<file path="src/rtl/spi_reg_slave.sv">
`default_nettype none
`timescale 1ns/1ps
// ============================================================================
// Module      : spi_reg_slave
// Description : SPI mode-0 slave exposing a bank of 8-bit control registers.
//               Frames are 16 bits, MSB first:
//                 [15] R/W (1 = write), [14:8] address, [7:0] data.
//               The SPI pins are synchronised into the clk domain. A frame FSM
//               then decodes each frame. A committed write pulses wr_strobe.
//               A read returns the addressed register on MISO during the data
//               byte. A frame that aborts early pulses frame_err.
// Ports       : clk        system clock
//               rst        asynchronous reset, active-high
//               SCLK       SPI clock from host (async, <= clk/8)
//               SSEL       SPI select, active-low (async)
//               MOSI       SPI data in, MSB first
//               MISO       SPI data out, MSB first
//               regs_flat  register bank, reg i at [8*i+7:8*i]
//               wr_strobe  one-clk pulse per committed write
//               wr_addr    address of last committed write
//               frame_err  one-clk pulse when a frame aborts before 16 bits
// Revision    : 1.0 - initial release
// ============================================================================
module spi_reg_slave #(
  parameter int          NUM_REGS  = 8,
  parameter logic [7:0]  RESET_VAL = 8'h00
) (
  input  logic                  clk,
  input  logic                  rst,
  input  logic                  SCLK,
  input  logic                  SSEL,
  input  logic                  MOSI,
  output logic                  MISO,
  output logic [NUM_REGS*8-1:0] regs_flat,
  output logic                  wr_strobe,
  output logic [6:0]            wr_addr,
  output logic                  frame_err
);

  localparam logic [7:0] c_num_regs = 8'(NUM_REGS);

  typedef enum logic [1:0] {
    ST_IDLE = 2'd0,
    ST_CMD  = 2'd1,
    ST_DATA = 2'd2,
    ST_DONE = 2'd3
  } state_t;

  state_t r_state;
  state_t w_state_nxt;

  // --------------------------------------------------------------------------
  // Pin synchronisers and edge detection
  // --------------------------------------------------------------------------
  logic r_sclk_s1, r_sclk_s2, r_sclk_d;
  logic r_ssel_s1, r_ssel_s2, r_ssel_d;
  logic r_mosi_s1, r_mosi_s2;

  // The SSEL chain resets to 0, which means "selected". A frame already in
  // progress when rst releases therefore shows no falling edge. The slave
  // waits for a full high-then-low SSEL cycle before it decodes anything.
  always_ff @(posedge clk or posedge rst) begin
    if (rst) begin
      r_sclk_s1 <= 1'b0;
      r_sclk_s2 <= 1'b0;
      r_sclk_d  <= 1'b0;
      r_ssel_s1 <= 1'b0;
      r_ssel_s2 <= 1'b0;
      r_ssel_d  <= 1'b0;
      r_mosi_s1 <= 1'b0;
      r_mosi_s2 <= 1'b0;
    end else begin
      r_sclk_s1 <= SCLK;
      r_sclk_s2 <= r_sclk_s1;
      r_sclk_d  <= r_sclk_s2;
      r_ssel_s1 <= SSEL;
      r_ssel_s2 <= r_ssel_s1;
      r_ssel_d  <= r_ssel_s2;
      r_mosi_s1 <= MOSI;
      r_mosi_s2 <= r_mosi_s1;
    end
  end

  logic w_sclk_rise, w_sclk_fall, w_ssel_rise, w_ssel_fall;
  assign w_sclk_rise = r_sclk_s2 & ~r_sclk_d;
  assign w_sclk_fall = ~r_sclk_s2 & r_sclk_d;
  assign w_ssel_rise = r_ssel_s2 & ~r_ssel_d;
  assign w_ssel_fall = ~r_ssel_s2 & r_ssel_d;

  // --------------------------------------------------------------------------
  // Frame datapath registers
  // --------------------------------------------------------------------------
  logic [3:0] r_bit_cnt;
  logic [7:0] r_rx;
  logic [7:0] r_tx;
  logic       r_rw;
  logic [6:0] r_addr;
  logic       r_first_fall;
  logic [7:0] r_regs [NUM_REGS];
  logic       r_wr_strobe;
  logic [6:0] r_wr_addr;
  logic       r_frame_err;

  logic       w_addr_ok;
  logic [7:0] w_wr_data;
  logic [7:0] w_rd_data;

  assign w_addr_ok = ({1'b0, r_addr} < c_num_regs);
  // The last data bit is still in the synchroniser on the 16th rise.
  assign w_wr_data = {r_rx[6:0], r_mosi_s2};

  always_comb begin
    w_rd_data = 8'h00;
    if (!r_rw && w_addr_ok) begin
      for (int k = 0; k < NUM_REGS; k++) begin
        if (r_addr == 7'(k)) begin
          w_rd_data = r_regs[k];
        end
      end
    end
  end

  // --------------------------------------------------------------------------
  // Frame FSM
  // --------------------------------------------------------------------------
  logic w_clr_cnt, w_shift_rx, w_latch_cmd, w_load_tx, w_shift_tx;
  logic w_commit, w_abort;

  always_ff @(posedge clk or posedge rst) begin
    if (rst) begin
      r_state <= ST_IDLE;
    end else begin
      r_state <= w_state_nxt;
    end
  end

  always_comb begin
    w_state_nxt = r_state;
    w_clr_cnt   = 1'b0;
    w_shift_rx  = 1'b0;
    w_latch_cmd = 1'b0;
    w_load_tx   = 1'b0;
    w_shift_tx  = 1'b0;
    w_commit    = 1'b0;
    w_abort     = 1'b0;
    case (r_state)
      ST_IDLE: begin
        if (w_ssel_fall) begin
          w_state_nxt = ST_CMD;
          w_clr_cnt   = 1'b1;
        end
      end
      ST_CMD: begin
        if (w_ssel_rise) begin
          w_abort     = 1'b1;
          w_state_nxt = ST_IDLE;
        end else if (w_sclk_rise) begin
          w_shift_rx = 1'b1;
          if (r_bit_cnt == 4'd7) begin
            w_latch_cmd = 1'b1;
            w_state_nxt = ST_DATA;
          end
        end
      end
      ST_DATA: begin
        // The abort check comes first, so a commit and an error never
        // occur in the same clk.
        if (w_ssel_rise) begin
          w_abort     = 1'b1;
          w_state_nxt = ST_IDLE;
        end else begin
          // The first fall in DATA is the 8th SCLK fall of the frame.
          // Loading there puts the read MSB on MISO before the 9th rise.
          if (w_sclk_fall) begin
            if (r_first_fall) begin
              w_load_tx = 1'b1;
            end else begin
              w_shift_tx = 1'b1;
            end
          end
          if (w_sclk_rise) begin
            w_shift_rx = 1'b1;
            if (r_bit_cnt == 4'd15) begin
              w_state_nxt = ST_DONE;
              w_commit    = r_rw & w_addr_ok;
            end
          end
        end
      end
      ST_DONE: begin
        if (w_ssel_rise) begin
          w_state_nxt = ST_IDLE;
        end
      end
      default: begin
        w_state_nxt = ST_IDLE;
      end
    endcase
  end

  // --------------------------------------------------------------------------
  // Datapath updates
  // --------------------------------------------------------------------------
  always_ff @(posedge clk or posedge rst) begin
    if (rst) begin
      r_bit_cnt    <= 4'd0;
      r_rx         <= 8'h00;
      r_tx         <= 8'h00;
      r_rw         <= 1'b0;
      r_addr       <= 7'd0;
      r_first_fall <= 1'b0;
      r_wr_strobe  <= 1'b0;
      r_wr_addr    <= 7'd0;
      r_frame_err  <= 1'b0;
    end else begin
      if (w_clr_cnt) begin
        r_bit_cnt <= 4'd0;
      end else if (w_shift_rx) begin
        r_bit_cnt <= r_bit_cnt + 4'd1;
      end

      if (w_shift_rx) begin
        r_rx <= {r_rx[6:0], r_mosi_s2};
      end

      if (w_latch_cmd) begin
        r_rw         <= r_rx[6];
        r_addr       <= {r_rx[5:0], r_mosi_s2};
        r_first_fall <= 1'b1;
      end

      if (w_clr_cnt) begin
        r_tx <= 8'h00;
      end else if (w_load_tx) begin
        r_tx         <= w_rd_data;
        r_first_fall <= 1'b0;
      end else if (w_shift_tx) begin
        r_tx <= {r_tx[6:0], 1'b0};
      end

      r_wr_strobe <= w_commit;
      r_frame_err <= w_abort;
      if (w_commit) begin
        r_wr_addr <= r_addr;
      end
    end
  end

  always_ff @(posedge clk or posedge rst) begin
    if (rst) begin
      for (int k = 0; k < NUM_REGS; k++) begin
        r_regs[k] <= RESET_VAL;
      end
    end else if (w_commit) begin
      for (int k = 0; k < NUM_REGS; k++) begin
        if (r_addr == 7'(k)) begin
          r_regs[k] <= w_wr_data;
        end
      end
    end
  end

  // --------------------------------------------------------------------------
  // Outputs
  // --------------------------------------------------------------------------
  generate
    for (genvar i = 0; i < NUM_REGS; i++) begin : g_flat
      assign regs_flat[8*i +: 8] = r_regs[i];
    end
  endgenerate

  assign MISO      = ((r_state == ST_DATA) && !r_ssel_s2) ? r_tx[7] : 1'b0;
  assign wr_strobe = r_wr_strobe;
  assign wr_addr   = r_wr_addr;
  assign frame_err = r_frame_err;

endmodule
`default_nettype wire

</file>
<file path="config.mk">
export PLATFORM = sky130hd
export DESIGN_NAME = spi_reg_slave
export DESIGN_NICKNAME = d
export VERILOG_FILES = /design/src/rtl/spi_reg_slave.sv
export SDC_FILE = /design/constraint.sdc
export NUM_CORES = 1
export LEC_CHECK = 0
export ABC_AREA = 1
export CAP_MARGIN = 20
export CORE_MARGIN = 4
export CORE_UTILIZATION = 35
export CTS_CLUSTER_SIZE = 10
export DETAILED_ROUTE_END_ITERATION = 7
export PLACE_DENSITY = 0.64
export SYNTH_ARGS = -nofsm -noshare
export SYNTH_HDL_FRONTEND = slang
export SYNTH_SLANG_ARGS = --single-unit
</file>
<file path="constraint.sdc">
create_clock -name clk -period 3.7 [get_ports clk]
set_input_delay 0.37 -clock clk [delete_from_list [all_inputs] [get_ports clk]]
set_output_delay 0.37 -clock clk [all_outputs]
set_load 0.01 [all_outputs]
</file>
==> results of run 1 <==
==> layout make-up <==
class	count	share of cell area, %
Multi-Input combinational cell	405	30.4
Sequential cell	111	45.2
Timing Repair Buffer	79	13.0
Tap cell	180	3.67
Clock buffer	10	3.89
Inverter	52	3.26
Clock inverter	5	0.530
==> synthesized netlist by cell type, types with 3 or more instances <==
library cell	number
dfrtp_1	111
buf_6	5
nor3_1	3
ha_1	5
nand2_1	198
a21oi_1	13
inv_1	46
o21ai_2	5
inv_2	4
nand4_1	8
nor2_2	3
nor2_1	50
clkbuf_1	4
o21ai_0	48
o21ai_1	35
nand3_1	20
nand2_4	5
==> worst max-delay path by stage <==
stage	endpoint
finish	r_tx[7]$_DFFE_PP0P_
global placement	r_tx[7]$_DFFE_PP0P_
detailed placement	r_tx[4]$_DFFE_PP0P_
floorplan	frame_err$_DFF_PP0_
global route	r_tx[5]$_DFFE_PP0P_
CTS	MISO
==> stage by stage <==
step / hold slack (ns) / instance area [um2]
floorplan: 0.331 / 4950
global placement: 0.331 / 5870
detailed placement: 0.338 / 5870
CTS: 0.355 / 6140
global route: 0.369 / 6140
finish: 0.353 / 6140
==> sequential cells by signal (all words and copies together) (netlist names) <==
name          flops
r_sclk_d          1
frame_err         1
r_ssel_s1         1
r_addr            7
r_tx              8
r_sclk_s1         1
r_rx              7
r_mosi_s2         1
r_ssel_s2         1
wr_strobe         1
r_bit_cnt         4
r_first_fall      1
r_rw              1
r_ssel_d          1
r_mosi_s1         1
r_state           2
r_sclk_s2         1
regs_flat        64
wr_addr           7
==> critical path, cell delays in order, from the launching register on <==
cell and delay, ns:
dfrtp_1 0.40, inv_2 0.07, nand2_1 0.06, nor2_2 0.33
nand3_1 0.22, nor2_4 0.26, clkinv_1 0.32, nor2_1 0.19
nor2_1 0.05, nand2_1 0.07, nand2_1 0.05, nand2_1 0.05
nand2_1 0.05
==> kinds of logic (layout without fill, tap and decap cells) <==
kind of cell | after synthesis | in the layout | synth area share, %
compound gates | 101 | 101 | 10.6
xor+xnor | 1 | 1 | 0.177
fa+ha+maj | 5 | 5 | 1.26
buf+inv | 65 | 146 | 6.19
flops | 111 | 111 | 56.1
simple gates | 298 | 298 | 25.7
==> per-layer routing <==
layer | wire length (um) | global-route usage (%)
met1 | 6010 | 23.4
met2 | 6170 | 26.2
met3 | 504 | 2.36
met4 | 214 | 5.30
met5 | 0 | 0
==> power groups by stage <==
stage	sequential, uW	clock, uW	combinational [uW]
finish	1320	909	410
detailed placement	1350	0	412
global route	1330	983	468
global placement	1340	0	402
floorplan	1340	0	266
CTS	1320	930	415
==> summary.md, run 1 <==
| Metric | Value |
|---|---|
| Setup TNS | 0 ns |
| Synth unique cells | 30 |
| Global-route wire length before repair | 20700 um |
| Multi-input gate area | 1870 um2 |
| CP arrival | about 2.5 ns |
| Critical Path Start | r_addr[5]$_DFFE_PP0P_ |
| P_sw | 791 uW |
| Clock Latency Late Sink | between 0.3 and 0.4 ns |
| Setup crit start kind | flip-flop |
| CP Max Fanout | 12 |
| Clk_skew | about 0.013 ns |
| Placement Rows | 43 |
| Relative slew slack | a little over half |
| DRT iter0 DRCs | 392 |
| Core Util, Final | between 40 and 50% |
| Status | completed |
| Final WS setup | 1.46 ns |
| Logic pwr share | 15.5% |
| Max H-tree Level | 3 |
| DR WL/cell | 15.3 um |
| Vias in the first global route | 3819 |
| Number of buffers created by CTS | 9 |
| Root buf cell | clkbuf_16 |
| RSZ-0062 raised after global routing | false |
| Overall Power | 2640 uW |
| Post-CTS Setup Bufs | 0 |
| Switching share of power | 29.9% |
| Worst Hold Path EP | r_sclk_s2$_DFF_PP0_ |
| Final wirelength | about 13000 um |
| Max-Cap Viols | 0 |
| Pre-CTS setup slack | approximately 1.5 ns |
| Min-delay src | r_sclk_s1$_DFF_PP0_ |
| Post_cts resized | 0 |
| CTS tree | done |
| CTS Hold Bufs | 0 |
| Hold path cells | 0 |
| Area contributors post-synth | dfrtp_1 56%, nand2_1 15%, o21ai_0 4.9% |
| Clock power share | 34.4% |
| Primary FF master, synth | dfrtp_1 |
| Synth async-reset ratio | 100% |
| I/O pins | 79 |
| Worst reg2reg path depth | 12 |
| TritonCTS sink count | 111 |
| Chip Height | ~130 um |
| Largest net degree at the start of global routing | 59 |
| Ant diodes | 0 |
| Initial antenna violation count | 0 |
| Congestion Overflow GR | 0 |
| Yosys warns | 0 |
| Required @ worst endpoint | about 4 ns |
| Syn Nets | a little under 600 |
| Fin. Hold Viols | 0 |
| Slew Limit Fails | 0 |
| GPL Wtd Cong | 0.806 |
| R2r endpoint | r_tx[7]$_DFFE_PP0P_ |
| Synth Instances | slightly below 600 |
| Reg2reg start | r_addr[5]$_DFFE_PP0P_ |
| Die X | 127 um |
| Fillers | 1369 |
| Setup Crit Path Kind | flip-flop to flip-flop |
| Drt pass-1 iters | 5 |
| Setup-failing EPs final | 0 |
| Avg Inst Size Synth | 8.52 um2 |
| Die area | 16100 um2 |
| Fin nets | 668 |
| Clk buf depth | 2 |
| #FFs+latches synth | 111 |
| Worst VDD drop | between 0.0002 and 0.00025 V |
| # DRC | 0 |
| IO Port Bufs | between 70 and 80 |
| Post-DP HPWL | 9190 um |
| PwrDens | approximately 430 nW/um2 |
| Internal power component | ~1900 uW |
| Area leader, netlist | dfrtp_1 |
| Area delta synth->final | 24.1% |
| Most frequent cells in the layout | 198 x nand2_1, 111 x dfrtp_1, 78 x clkdlybuf4s50_1 |
| Leak pwr | about 0.0028 uW |
| Share of layout cells above drive strength 1 | roughly 7% |
| ANT nets after route | 0 |
| Min Tclk post-route | 2.24 ns |
| Sequential group share of total power | 50.1% |
| Reg-to-reg setup timing slack | 1.46 ns |
| Post-Layout Cell Count | 842 |
| Netlist Area Pre-Place | 4950 um2 |
| Slew @ Worst Pin | 0.693 ns |
| Initial Utilization | 35.7% |
| Core area | 13900 um2 |
| Register area | 2780 um2 |
| Post-synth top area share | 56.1% |
| GRT Util Overall | approximately 17% |
| Worst-path clk slew | 0.07 ns |
| Fin crit share | just over 60% |
| DR vias | 4023 |
| Commonest non-fill, non-tap cell in the layout | nand2_1 |
| Hold/Removal Path Class | flip-flop to flip-flop |
| Peak Freq | 0.447 GHz |
| CP Capture Type | flip-flop |
| Register area share after synthesis | 56.1% |
| Placed insts | a little over 800 |
| Vias per inst | 4.78 |
| EDFF count, synth | 0 |
(Power assumes the default switching activity.)
==> run 2: changes to the inputs <==
clock period = 2.1 ns   (was 3.7 ns; I/O delays follow)
==> summary.md, run 2 (synthesized netlist as in run 1, its figures left out) <==
| Metric | Value |
|---|---|
| GRT Util Overall | 17.1% |
| GPL Wtd Cong | 0.874 |
| Number of buffers created by CTS | 9 |
| Post-CTS Setup Bufs | 0 |
| DRT iter0 DRCs | 254 |
| Commonest non-fill, non-tap cell in the layout | nand2_1 |
| Placed insts | 835 |
| Status | completed |
| Max H-tree Level | 3 |
| DR vias | 4107 |
| Fin crit share | around nine tenths |
| I/O pins | slightly below 80 |
| Vias in the first global route | 4113 |
| # DRC | 0 |
| Drt pass-1 iters | 5 |
| Worst VDD drop | around 0.00033 V |
| Peak Freq | 0.523 GHz |
| GR Util met1 | about a quarter |
| Congestion Overflow GR | 0 |
| Most used routing layer | met2 |
| Fillers | between 1000 and 1500 |
| ANT nets after route | 0 |
| Final wirelength | 13000 um |
| Initial Utilization | 35.7% |
| Fin. Hold Viols | 0 |
| Share of layout cells above drive strength 1 | under 10% |
| Area after DPL | 5930 um2 |
| Post-DP HPWL | 9320 um |
| Die X | 127 um |
| Setup-failing EPs final | 0 |
| Root buf cell | clkbuf_16 |
| DR WL/cell | 15.3 um |
| Global-route wire length before repair | 21500 um |
| Met2 global-route usage | 27.7% |
| Setup crit start kind | flip-flop |
| Pre-CTS setup slack | 0.166 ns |
| Fin nets | 676 |
| CP Capture Type | flip-flop |
| Max-Cap Viols | 0 |
| Die area | 16100 um2 |
| Clock Latency Late Sink | between 0.3 and 0.4 ns |
| Slew @ Worst Pin | 0.562 ns |
| Largest net degree at the start of global routing | between 100 and 150 |
| Grt met3 use | under 10% |
| Slew Limit Fails | 0 |
| TritonCTS sink count | between 100 and 150 |
| Final WS setup | ~0.19 ns |
| Worst-path clk slew | 0.07 ns |
| Setup TNS | 0 ns |
| Leak pwr | 0.00293 uW |
| CTS tree | done |
| Initial antenna violation count | 0 |
| Clk_skew | around 0.0063 ns |
| Setup Crit Path Kind | flip-flop to flip-flop |
| Required @ worst endpoint | 2.31 ns |
| RSZ-0062 raised after global routing | false |
| Area delta synth->final | 26.5% |
| Chip Height | 127 um |
| IO Port Bufs | 78 |
| Max FFs per register | 64 |
| Fin area | ~6300 um2 |
| Most frequent cells in the layout | 197 x nand2_1, 111 x dfrtp_1, 77 x clkdlybuf4s50_1 |
| Min Tclk post-route | 1.91 ns |
| CP arrival | 2.12 ns |
| Post-Layout Cell Count | 851 |
| Placement Rows | 43 |
| PwrDens | 786 nW/um2 |
| Ant diodes | 0 |
| Hold/Removal Path Class | input pin to async pin |
| Relative slew slack | about 63% |
| Vias per inst | just under 5 |
| Core area | 13900 um2 |
| CP Max Fanout | 16 |
| Clk buf depth | 2 |
run 2: what timing repair did:
action / 4_1_cts / 5_1_grt
hold buffers: 0 / 0
resized for setup: 0 / 3
setup endpoints to repair: 0 / 9
run 2: layout make-up:
type	count	area, um2	share of cell area (%)
Clock buffer	13	260	4.15
Clock inverter	3	65.1	1.04
Inverter	52	201	3.22
Multi-Input combinational cell	405	1870	29.9
Sequential cell	111	2780	44.3
Tap cell	180	225	3.59
Timing Repair Buffer	87	863	13.8
run 2: through the flow:
| stage | total power, uW | hold slack [ns] | utilization (%) |
|---|---|---|---|
| floorplan | 2830 | 0.241 | - |
| global placement | 3070 | 0.332 | 42.7 |
| detailed placement | 3100 | 0.337 | 42.7 |
| CTS | 4960 | 0.141 | 45.1 |
| global route | 5160 | 0.153 | 45.1 |
| finish | 4920 | 0.136 | 45.1 |
run 2: per-layer routing:
metal  share of wire (%)  wire length, um
met1                  46             5930
met4                 1.9              242
met3                 4.5              585
met5                   0                0
met2                  48             6260
run 2: worst paths after layout:
path,startpoint,to,slack [ns],cells after the start
worst min-delay path,rst,r_sclk_s1$_DFF_PP0_,0.14,2
min in group clk,MOSI,r_mosi_s1$_DFF_PP0_,0.29,1
worst max register to register,r_state[0]$_DFFE_PP0P_,regs_flat[22]$_DFFE_PP0P_,0.19,9
max in group asynchronous,rst,r_tx[3]$_DFFE_PP0P_,1.16,3
worst min register to register,r_sclk_s1$_DFF_PP0_,r_sclk_s2$_DFF_PP0_,0.35,0
worst max-delay path,r_state[0]$_DFFE_PP0P_,regs_flat[22]$_DFFE_PP0P_,0.19,9
run 2: critical path, stage by stage, from the launching register on:
cell     delay, ns
dfrtp_1       0.40
inv_1         0.12
ha_2          0.22
nand3_2       0.08
nor3_2        0.16
nand2_2       0.15
inv_4         0.13
nand2_1       0.27
nand2_1       0.15
o21ai_0       0.09
run 2: report_power, final:
group / total (uW) / switching (uW) / internal (uW)
sequential: 2330 / 75.3 / 2260
clock: 1860 / 754 / 1110
combinational: 724 / 547 / 177
total: 4920 / 1380 / 3540
